**config.mk**
```make
export PLATFORM = sky130hd
export DESIGN_NAME = ps_loop_ctrl
export DESIGN_NICKNAME = d
export VERILOG_FILES = /design/src/rtl/ps_loop_ctrl_pkg.sv /design/src/rtl/ps_loop_stk.sv /design/src/rtl/ps_loop_ctrl.sv
export SDC_FILE = /design/constraint.sdc
export NUM_CORES = 1
export LEC_CHECK = 0
export ABC_CLOCK_PERIOD_IN_PS = 7100
export CORE_MARGIN = 4
export CORE_UTILIZATION = 54
export CTS_BUF_LIST = sky130_fd_sc_hd__clkbuf_4 sky130_fd_sc_hd__clkbuf_8
export CTS_CLUSTER_DIAMETER = 120
export DETAILED_ROUTE_END_ITERATION = 12
export GPL_ROUTABILITY_DRIVEN = 0
export PLACE_DENSITY = 0.83
export SYNTH_ARGS = -nofsm -noshare
export SYNTH_HDL_FRONTEND = slang
export SYNTH_SLANG_ARGS = --single-unit
```
**constraint.sdc**
```tcl
create_clock -name clk_fetch -period 7.1 [get_ports clk_fetch]
set_clock_uncertainty 0.1 [all_clocks]
set_input_delay 0.71 -clock clk_fetch [delete_from_list [all_inputs] [get_ports clk_fetch]]
set_output_delay 0.71 -clock clk_fetch [all_outputs]
set_load 0.02 [all_outputs]
```
**src/rtl/ps_loop_ctrl_pkg.sv**
```systemverilog
// Shared sequencer definitions for the hardware loop controller.
// Holds the default stack depth, the address width and the loop-entry layout.
package ps_loop_ctrl_pkg;

  localparam int unsigned LP_DEPTH = 4;
  localparam int unsigned ADDR_W   = 16;

  typedef struct packed {
    logic [ADDR_W-1:0] start_addr;
    logic [ADDR_W-1:0] end_addr;
    logic [ADDR_W-1:0] count;
  } lp_entry_t;

endpackage

```
**src/rtl/ps_loop_stk.sv**
```systemverilog
// Loop stack storage: one pop, one push and one top-count write per cycle.
// When pop and push are both asserted, the top entry is replaced.
module ps_loop_stk #(
  parameter int unsigned LP_DEPTH = ps_loop_ctrl_pkg::LP_DEPTH,
  parameter int unsigned PTR_W    = $clog2(LP_DEPTH + 1)
) (
  input  logic                                  clk_fetch,
  input  logic                                  rst,
  input  logic                                  i_flush,
  input  logic                                  i_pop,
  input  logic                                  i_push,
  input  ps_loop_ctrl_pkg::lp_entry_t           i_push_entry,
  input  logic                                  i_top_wr,
  input  logic [ps_loop_ctrl_pkg::ADDR_W-1:0]   i_top_count,
  output ps_loop_ctrl_pkg::lp_entry_t           o_top,
  output logic [PTR_W-1:0]                      o_ptr
);
  import ps_loop_ctrl_pkg::*;

  localparam int unsigned IDX_W = (LP_DEPTH > 1) ? $clog2(LP_DEPTH) : 1;

  lp_entry_t        r_mem [LP_DEPTH];
  logic [PTR_W-1:0] r_ptr;
  logic [PTR_W-1:0] w_ptr_pop;
  logic [IDX_W-1:0] w_top_idx;
  logic [IDX_W-1:0] w_wr_idx;

  assign w_ptr_pop = i_pop ? (r_ptr - PTR_W'(1)) : r_ptr;
  assign w_top_idx = IDX_W'(r_ptr - PTR_W'(1));
  assign w_wr_idx  = IDX_W'(w_ptr_pop);
  assign o_top     = (r_ptr == '0) ? lp_entry_t'('0) : r_mem[w_top_idx];
  assign o_ptr     = r_ptr;

  // The control block guarantees a top write never coincides with a pop,
  // so the top slot and the push slot are always distinct.
  always_ff @(posedge clk_fetch or negedge rst) begin
    if (!rst) begin
      r_ptr <= '0;
      r_mem <= '{default: '0};
    end else if (i_flush) begin
      r_ptr <= '0;
    end else begin
      if (i_push) begin
        r_mem[w_wr_idx] <= i_push_entry;
        r_ptr           <= w_ptr_pop + PTR_W'(1);
      end else begin
        r_ptr <= w_ptr_pop;
      end
      if (i_top_wr) begin
        r_mem[w_top_idx].count <= i_top_count;
      end
    end
  end

endmodule

```
**src/rtl/ps_loop_ctrl.sv**
```systemverilog
// Zero-overhead DO-UNTIL loop controller: detects the loop end address,
// redirects fetch to the body start and retires exhausted loops.
module ps_loop_ctrl #(
  parameter int unsigned LP_DEPTH = ps_loop_ctrl_pkg::LP_DEPTH,
  parameter int unsigned ADDR_W   = ps_loop_ctrl_pkg::ADDR_W
) (
  input  logic              clk_fetch,
  input  logic              rst,
  input  logic              stallb,
  input  logic              lp_push,
  input  logic [ADDR_W-1:0] lp_start_addr,
  input  logic [ADDR_W-1:0] lp_end_addr,
  input  logic [ADDR_W-1:0] lp_count,
  input  logic              lp_pop_req,
  input  logic              lp_flush,
  input  logic [ADDR_W-1:0] ps_faddr,
  output logic              lp_jmp,
  output logic [ADDR_W-1:0] lp_jmp_addr,
  output logic              lp_done,
  output logic [ADDR_W-1:0] lp_curlcntr,
  output logic              lp_empty,
  output logic              lp_full,
  output logic              lp_ovf
);
  import ps_loop_ctrl_pkg::*;

  localparam int unsigned PTR_W = $clog2(LP_DEPTH + 1);

  lp_entry_t        w_top;
  lp_entry_t        w_push_entry;
  logic [PTR_W-1:0] w_ptr;
  logic             w_active;
  logic             w_match;
  logic             w_match_jmp;
  logic             w_match_pop;
  logic             w_push_val;
  logic             w_skip;
  logic             w_pop;
  logic             w_push;
  logic             w_top_wr;
  logic             w_full_after;
  logic             r_done;
  logic             r_ovf;

  assign w_active    = stallb & ~lp_flush;
  assign lp_empty    = (w_ptr == '0);
  assign lp_full     = (w_ptr == PTR_W'(LP_DEPTH));
  assign w_match     = ~lp_empty & stallb & (ps_faddr == w_top.end_addr);
  assign w_match_jmp = w_match & (w_top.count > ADDR_W'(1));
  assign w_match_pop = w_match & ~w_match_jmp;

  assign w_push_val  = lp_push & (lp_count != '0);
  assign w_skip      = stallb & lp_push & (lp_count == '0);

  // Match acts on the old top first; a pop frees a slot for a same-cycle push.
  assign w_pop        = w_active & (w_match_pop | (lp_pop_req & ~lp_empty));
  assign w_top_wr     = w_active & w_match_jmp & ~w_pop;
  assign w_full_after = lp_full & ~w_pop;
  assign w_push       = w_active & w_push_val & ~w_full_after;

  assign w_push_entry = '{start_addr: lp_start_addr,
                          end_addr:   lp_end_addr,
                          count:      lp_count};

  assign lp_jmp      = rst & ~lp_flush & (w_match_jmp | w_skip);
  assign lp_jmp_addr = (w_skip & ~w_match_jmp) ? (lp_end_addr + ADDR_W'(1))
                                               : w_top.start_addr;
  assign lp_curlcntr = w_top.count;
  assign lp_done     = r_done & stallb;
  assign lp_ovf      = r_ovf;

  ps_loop_stk #(
    .LP_DEPTH (LP_DEPTH),
    .PTR_W    (PTR_W)
  ) u_stk (
    .clk_fetch    (clk_fetch),
    .rst          (rst),
    .i_flush      (stallb & lp_flush),
    .i_pop        (w_pop),
    .i_push       (w_push),
    .i_push_entry (w_push_entry),
    .i_top_wr     (w_top_wr),
    .i_top_count  (w_top.count - ADDR_W'(1)),
    .o_top        (w_top),
    .o_ptr        (w_ptr)
  );

  // Termination pulse and sticky overflow.
  always_ff @(posedge clk_fetch or negedge rst) begin
    if (!rst) begin
      r_done <= 1'b0;
      r_ovf  <= 1'b0;
    end else begin
      r_done <= w_active & w_match_pop;
      if (w_active & w_push_val & w_full_after) begin
        r_ovf <= 1'b1;
      end
    end
  end

endmodule
```
==> metrics.md <==
| Metric | Value |
|---|---|
| Status | `finished clean` |
| Slew headroom | `0.240` |
| Startpoint Class | `flop` |
| Critical-path top delay cell | `o311ai_1` |
| Synth Register Bits | `197` |
| Initial Util | `0.554` |
| Post-synth top cells | `197 x dfrtp_1, 95 x nand2_1, 87 x mux2_1` |
| Grt peak-use layer | `met2` |
| First-pass GRT wire length | `46000 um` |
| LEAKAGE | `5.56 nW` |
| Worst min-delay path class | `primary input to asynchronous set/reset pin` |
| Post-Synthesis Cell Area | `10900 um^2` |
| CTS H-tree depth | `4` |
| DRC violations left | `0` |
| Post-synth top area cell | `dfrtp_1` |
| Maximum buffer depth of the clock tree | `2` |
| Post-synthesis average cell area | `11.2 um^2` |
| Drt pass-1 iters | `5` |
| Hold buffers post-CTS | `0` |
| Setup Viol. Count Final | `0` |
| Post-synth EDFFs | `0` |
| Count leader, synth | `dfrtp_1` |
| Unrepaired setup endpoints after global routing | `false` |
| Main synth FF type | `dfrtp_1` |
| Post-layout min period | `6400 ps` |
| Max Clock Freq | `156 MHz` |
| CTS Buf Count | `17` |
| Maximum fanout along the worst path | `32` |
| Clock Latency Late Sink | `490 ps` |
| Tightest Pin Transition | `1140 ps` |
| Detail Route Antenna Nets | `0` |
| Final Util | `0.636` |
| Fillers | `1553` |
| Initial antenna violation count | `0` |
| GR Util met2 | `0.412` |
| Placed Cells incl. Taps | `1291` |
| Final setup TNS | `0 ps` |
| CP Capture Type | `output port` |
| Yosys top cell area share | `0.453` |
| Synthesized Nets | `1051` |
| TritonCTS clock tree | `yes` |
| Met1 usage | `0.370` |
| Die area | `22500 um^2` |
| P per Cell Area | `469 nW/um^2` |
| Port-buffer cells | `106` |
| Period utilization | `0.902` |
| Max incr delay on CP | `850 ps` |
| Cells along the critical path | `inv_1, ha_2, inv_1, mux2_2, xor2_1, and4_1, o311ai_1, nor4_4, nand2b_1, o21ai_0, clkdlybuf4s50_1` |
| Number of maximum-capacitance violations | `0` |
| FFs w/ async S/R, synth | `1.00` |
| Worst vdd ir | `0.315 mV` |
| Placed cell area | `12100 um^2` |
| Die width | `150 um` |
| Post-CTS Setup Bufs | `0` |
| WP data arrival | `5590 ps` |
| Final #Nets | `1127` |
| Clock Tree Root | `clkbuf_8` |
| Worst-path clk slew | `120 ps` |
| Share of cells above drive strength 1 | `0.131` |
| Tot GR Track Use | `0.265` |
| # diodes | `0` |
| Post-CTS Resized | `0` |
| Slew Viols, Final | `0` |
| Largest net degree at the start of global routing | `75` |
| DR WL/cell | `21.9 um` |
| Vias/cell | `6.31` |
| Netlist cell types | `60` |
| DRT iter0 DRCs | `781` |
| Final Hold Viols | `0` |
| CTS Sinks | `197` |
| CP most frequent cell | `inv_1` |
| Die Y | `150 um` |
| Final wirelength | `29000 um` |
| Cells after Synth | `969` |
| DR vias | `8353` |
| Post-DP HPWL | `19700 um` |
| Area Growth Syn to Fin | `14.8%` |
| M3 GR Usage | `0.0551` |
| Layout Cell Area excl Fill | `12500 um^2` |
| Post-Layout Cell Count | `1323` |
| Ys Warns | `0` |
| Synth area leaders | `dfrtp_1 45%, mux2_1 9.0%, mux4_2 8.7%, nand2_1 3.3%, mux2_2 2.6%` |
| Seq/Total Area, Yosys | `0.453` |
| # IOs | `107` |
| Core Footprint | `19700 um^2` |
| Critical Path RT | `6290 ps` |
| # rows | `51` |
| Vias in the first global route | `8550` |
| WS Path Type | `flop to output port` |
| Grt ovf | `0` |
==> where the power goes <==
part	internal (mW)	switching [mW]	total, mW
clock	0.279	0.482	0.762
combinational	1.48	1.71	3.19
sequential	1.63	0.279	1.91
==> path summary, 6_finish.rpt <==
kind	startpoint	end	slack (ps)	depth (start not counted)
min in group clk_fetch	flop	flop	380	2
max in group asynchronous	rst	u_stk.o_ptr[0]	5430	2
setup / recovery	u_stk.o_ptr[1]	lp_jmp_addr[1]	700	11
setup reg to reg	u_stk.o_ptr[1]	u_stk.r_mem[96]	1270	19
hold / removal	rst	u_stk.r_mem[153]	60	1
hold reg to reg	flop	flop	380	2
==> per-stage QoR <==
step | power [mW] | hold slack, ps | worst slack (ps)
global placement | 4.99 | 355 | 1450
finish | 5.87 | 55.7 | 698
detailed placement | 5.09 | 360 | 1280
CTS | 5.86 | 55.1 | 710
floorplan | 4.10 | 314 | 257
global route | 6.25 | 57.1 | 259
==> cell usage in the layout (no fill, tap or decap), types with 5 or more instances in the layout <==
cell type and n:
a211o_1 24, a21oi_1 10, a221o_1 10, and2_1 28, and3_1 34, buf_4 16, clkbuf_8 18, clkdlybuf4s50_1 105
dfrtp_1 196, ha_1 11, inv_1 24, mux2_1 87, mux2_2 25, mux2i_1 15, mux4_2 42, nand2_1 95
nand3_1 53, nand3b_1 7, nand4_1 5, nor2_1 52, nor3_1 30, nor3b_1 6, nor4_1 7, o211ai_1 12
o21ai_0 31, o22ai_1 9, xnor2_1 19, xor2_1 14
==> critical path, delay by kind of cell, from the launching register on <==
| family | cells | cell delay (ps) |
|---|---|---|
| muxes | 1 | 360 |
| AOI/OAI and AO/OA | 2 | 1270 |
| and+or+nand+nor | 3 | 1110 |
| DFF | 1 | 380 |
| xor gates and xnor gates | 1 | 140 |
| adders and majority gates | 1 | 840 |
| buffers and inverters | 3 | 980 |
==> cells by family after synthesis <==
logic type | synth area share
and+or+nand+nor | 0.163
DFF | 0.453
muxes | 0.217
AOI/OAI and AO/OA | 0.0868
buffers and inverters | 0.0403
xor gates and xnor gates | 0.0265
adders and majority gates | 0.0138
==> metal layers <==
metal | share of wire | vias up
li1 | - | 3688
met1 | 0.42 | 4219
met2 | 0.47 | 382
met3 | 0.080 | 64
met4 | 0.032 | 0
met5 | 0 | -
==> final cells by class <==
type	count	area, um^2	share of cell area
multi-input combinational	683	5540	0.443
tap	265	332	0.0265
clock buffer	17	234	0.0187
clock inverter	15	190	0.0152
sequential	197	4930	0.395
timing repair buffer	122	1180	0.0948
inverter	24	90.1	0.00721
Power figures use the tool's default switching activity.
==> patch 1: new RTL, same flow settings <==
`LP_DEPTH`: 4 -> 8.
--- a/src/rtl/ps_loop_ctrl_pkg.sv
+++ b/src/rtl/ps_loop_ctrl_pkg.sv
@@ -2,7 +2,7 @@
 // Holds the default stack depth, the address width and the loop-entry layout.
 package ps_loop_ctrl_pkg;
 
-  localparam int unsigned LP_DEPTH = 4;
+  localparam int unsigned LP_DEPTH = 8;
   localparam int unsigned ADDR_W   = 16;
 
   typedef struct packed {
Function: no difference found for any inputs over 4 cycles, from zero or initial values and one cycle with rst low; that may be too few to reach the edited logic, so the function may still have changed.
==> patch 1 against the unedited design <==
- total power is 110% higher
- routed wire length is 120% higher
- via count is 110% higher
- critical endpoint is now lp_jmp_addr[8]
- setup slack worse by 0.15 ns
- final area is 91% higher
- sequential cell count is 193 higher
- first-iteration DRC count grew to 3.1 times the old value
- non-clock buffer count is 29 higher
- synthesized area is 93% higher
==> patch 1: results (changes against the unedited design) <==
outcome: completed (unchanged)
Max VDD drop: 514 uV (was 315 uV)
DP Area: 22500 sq um (was 12100 sq um)
first-pass GRT wire length: 99.1 mm (was 46.0 mm)
Switching Power: 5270 uW (was 2470 uW)
Clk power: 2080 uW (was 762 uW)
Synth Area in Compound Gates: 14.0% (was 8.68%)
Worst-Skew Late Latency: 0.61 ns (was 0.49 ns)
end point of the critical path: lp_jmp_addr[8] (was lp_jmp_addr[1])
Initial DRC Count: 2453 (was 781)
core area: 38600 sq um (was 19700 sq um)
initial antenna violation count: 2 (was 0)
Final #Nets: 2043 (was 1127)
share of layout cells above drive strength 1: 25.6% (was 13.1%)
reg2reg end: u_stk.r_mem[296] (was u_stk.r_mem[96])
slowest library cell on the worst path: clkdlybuf4s50_1 (was o311ai_1)
register area share after synthesis: 46.3% (was 45.3%)
H-tree depth: 3 (was 4)
CP top delay family: buffers and inverters (was compound AO/OA/AOI/OAI gates)
drt first pass iters: 8 (was 5)
Worst slew margin: 19.4% (was 24.0%)
Comb. pwr: 6480 uW (was 3190 uW)
Critical Path Fanout Max: 36 (was 32)
multiplexer share of the synthesized area: 20.8% (was 21.7%)
Vias: 17100 (was 8353)
[patch 1: metrics by stage]
stage	cells	hold WS, ns	setup slack (ns)	utilization (%)	power (uW)
2_1_floorplan	1921	0.314	0.517	-	7940
3_3_place_gp	2417	0.372	1.15	58.2	9690
3_5_place_dp	2417	0.378	0.977	58.2	9910
4_1_cts	2534	0.392	0.247	61.7	12000
5_1_grt	2534	0.404	0.195	61.7	12800
6_report	2534	0.392	0.544	61.7	12200
[patch 1: layer usage]
metal	part of all wire, %	GRT usage (%)	up-vias
li1	-	-	7101
met1	39	41.0	8581
met2	45	45.3	1201
met3	11	7.99	254
met4	4.8	13.7	2
met5	0.020	0	-
[patch 1: final cells by class]
type	count	area, sq um
fill	2864	14800
multi-input combinational	1321	10500
sequential	390	9760
timing repair buffer	151	1480
clock buffer	101	1250
tap	518	648
inverter	38	145
clock inverter	15	113
==> patch 2: new RTL, same settings <==
Without the edit above. Reset style: synchronous (`rst`), changed in 2 clocked blocks.
--- a/src/rtl/ps_loop_stk.sv
+++ b/src/rtl/ps_loop_stk.sv
@@ -33,7 +33,7 @@
 
   // The control block guarantees a top write never coincides with a pop,
   // so the top slot and the push slot are always distinct.
-  always_ff @(posedge clk_fetch or negedge rst) begin
+  always_ff @(posedge clk_fetch) begin
     if (!rst) begin
       r_ptr <= '0;
       r_mem <= '{default: '0};
--- a/src/rtl/ps_loop_ctrl.sv
+++ b/src/rtl/ps_loop_ctrl.sv
@@ -86,7 +86,7 @@
   );
 
   // Termination pulse and sticky overflow.
-  always_ff @(posedge clk_fetch or negedge rst) begin
+  always_ff @(posedge clk_fetch) begin
     if (!rst) begin
       r_done <= 1'b0;
       r_ovf  <= 1'b0;
Formal check against the unedited RTL: differs if rst is asserted again (counterexample within 4 cycles, from zero or initial values and one cycle with rst low); with rst held inactive, the same outputs for 4 cycles.
==> patch 2 against the unedited design <==
- routed wire length increased by 32%
- count of clock-buffer cells in the layout unchanged
- synthesized area increased by 8.9%
- critical path depth increased by 1
- final area increased by 4.8%
- worst hold slack improved by 0.31 ns
- global-route usage increased by 4.1 points
- sequential cell count unchanged
- setup slack improved by 0.20 ns
- largest cell class unchanged
Power is not compared: it rests on default switching activity, and its combinational part moved more than twofold at a synthesized area within 25%.
==> patch 2: results (changes against the unedited design) <==
initial antenna violation count: 1 (was 0)
CP top delay family: buffers and inverters (was compound AO/OA/AOI/OAI gates)
dpl hpwl: 23.8 mm (was 19.7 mm)
multiplexer share of the synthesized area: 10.8% (was 21.7%)
Post-Route M1 WL: 14.9 mm (was 12.1 mm)
met2 GRT Util: 46.9% (was 41.2%)
fraction of area in multi-input gates: 54.4% (was 44.3%)
syn_nets: 1501 (was 1051)
outcome: completed (unchanged)
Post-Synth Adder-Cell Area: 1.27% (was 1.38%)
fraction of registers with async set or reset after synthesis: 0% (was 100%)
Vias/cell: 6.91 (was 6.31)
Syn Inst Count: 1419 (was 969)
Commonest cells post-synth: 243 x nand2_1, 197 x dfxtp_1, 167 x a21oi_1, 98 x a211oi_1, 89 x nor2_1 (was 197 x dfrtp_1, 95 x nand2_1, 87 x mux2_1, 53 x nand3_1, 52 x nor2_1)
root buf cell: clkbuf_8 (unchanged)
GRT met3 Usage: 7.55% (was 5.51%)
number of fill cells: 1771 (was 1553)
Initial DRC Count: 1614 (was 781)
Final Cell Area: 13100 sq um (was 12500 sq um)
Multi-In Gates: 1070 (was 683)
grt met1 use: 41.9% (was 37.0%)
Worst slew margin: 21.3% (was 24.0%)
Final clock-cell share: 3.19% (was 3.39%)
final cell count without fillers: 1717 (was 1323)
Critical Path Fanout Max: 39 (was 32)
CP peak stage delay: 0.80 ns (was 0.85 ns)
total length of routed wires: 38.3 mm (was 29.0 mm)
DP Area: 12700 sq um (was 12100 sq um)
nonclk inv count: 18 (was 24)
largest net degree at the start of global routing: 106 (was 75)
Synth area leaders: dfxtp_1 33%, mux4_2 8.2%, nand2_1 7.7%, a21oi_1 7.0%, a211oi_1 6.2% (was dfrtp_1 45%, mux2_1 9.0%, mux4_2 8.7%, nand2_1 3.3%, mux2_2 2.6%)
Non-clk bufs: 125 (was 122)
Mapped Area: 11900 sq um (was 10900 sq um)
Cell variety after synth: 68 (was 60)
Post-Synth XOR/XNOR Area: 2.66% (was 2.65%)
drt first pass iters: 8 (was 5)
Final non-clock buffer share: 9.15% (was 9.48%)
CTS-repair resized insts: 0 (unchanged)
slowest library cell on the worst path: ha_4 (was o311ai_1)
Post-Place Setup Slack: 1.35 ns (was 1.28 ns)
worst path arrival time: 5.39 ns (was 5.59 ns)
class of the worst hold path: register to register (was primary input to async pin)
vias in the first global route: 11400 (was 8550)
FFs & Latches: 197 (unchanged)
Total Routing Usage GR: 30.7% (was 26.5%)
Synth Area in Compound Gates: 25.8% (was 8.68%)
share of layout cells above drive strength 1: 9.71% (was 13.1%)
met3 wire len: 4.94 mm (was 2.32 mm)
register share of the cell area: 30.1% (was 39.5%)
register area share after synthesis: 33.3% (was 45.3%)
Worst-Skew Late Latency: 0.49 ns (about the same)
routed wl met2: 17.3 mm (was 13.7 mm)
-- patch 2: changes by cell type after synthesis, moves of 24 or more --
| cell | delta |
|---|---|
| a211oi_1 | +94 |
| clkbuf_1 | +44 |
| a21oi_1 | +157 |
| dfxtp_1 | +197 |
| o221a_1 | +39 |
| nor2_1 | +37 |
| nand2_1 | +148 |
| mux2_2 | -24 |
| a211o_1 | -24 |
| dfrtp_1 | -197 |
| mux2_1 | -87 |
| o21ai_0 | +37 |
-- patch 2: worst paths after layout --
| path | start | slack, ns | end | depth (start not counted) |
|---|---|---|---|---|
| setup reg to reg | u_stk.o_ptr[1] | 1.19 | u_stk.r_mem[106] | 16 |
| hold / removal | register | 0.36 | register | 2 |
| hold reg to reg | register | 0.36 | register | 2 |
| setup / recovery | u_stk.o_ptr[1] | 0.90 | lp_jmp_addr[7] | 12 |
-- patch 2: tightest hold or removal path: stages (launching register included) --
cell and delay, ns:
dfxtp_1 0.33, nand2_1 0.05, a21oi_1 0.05
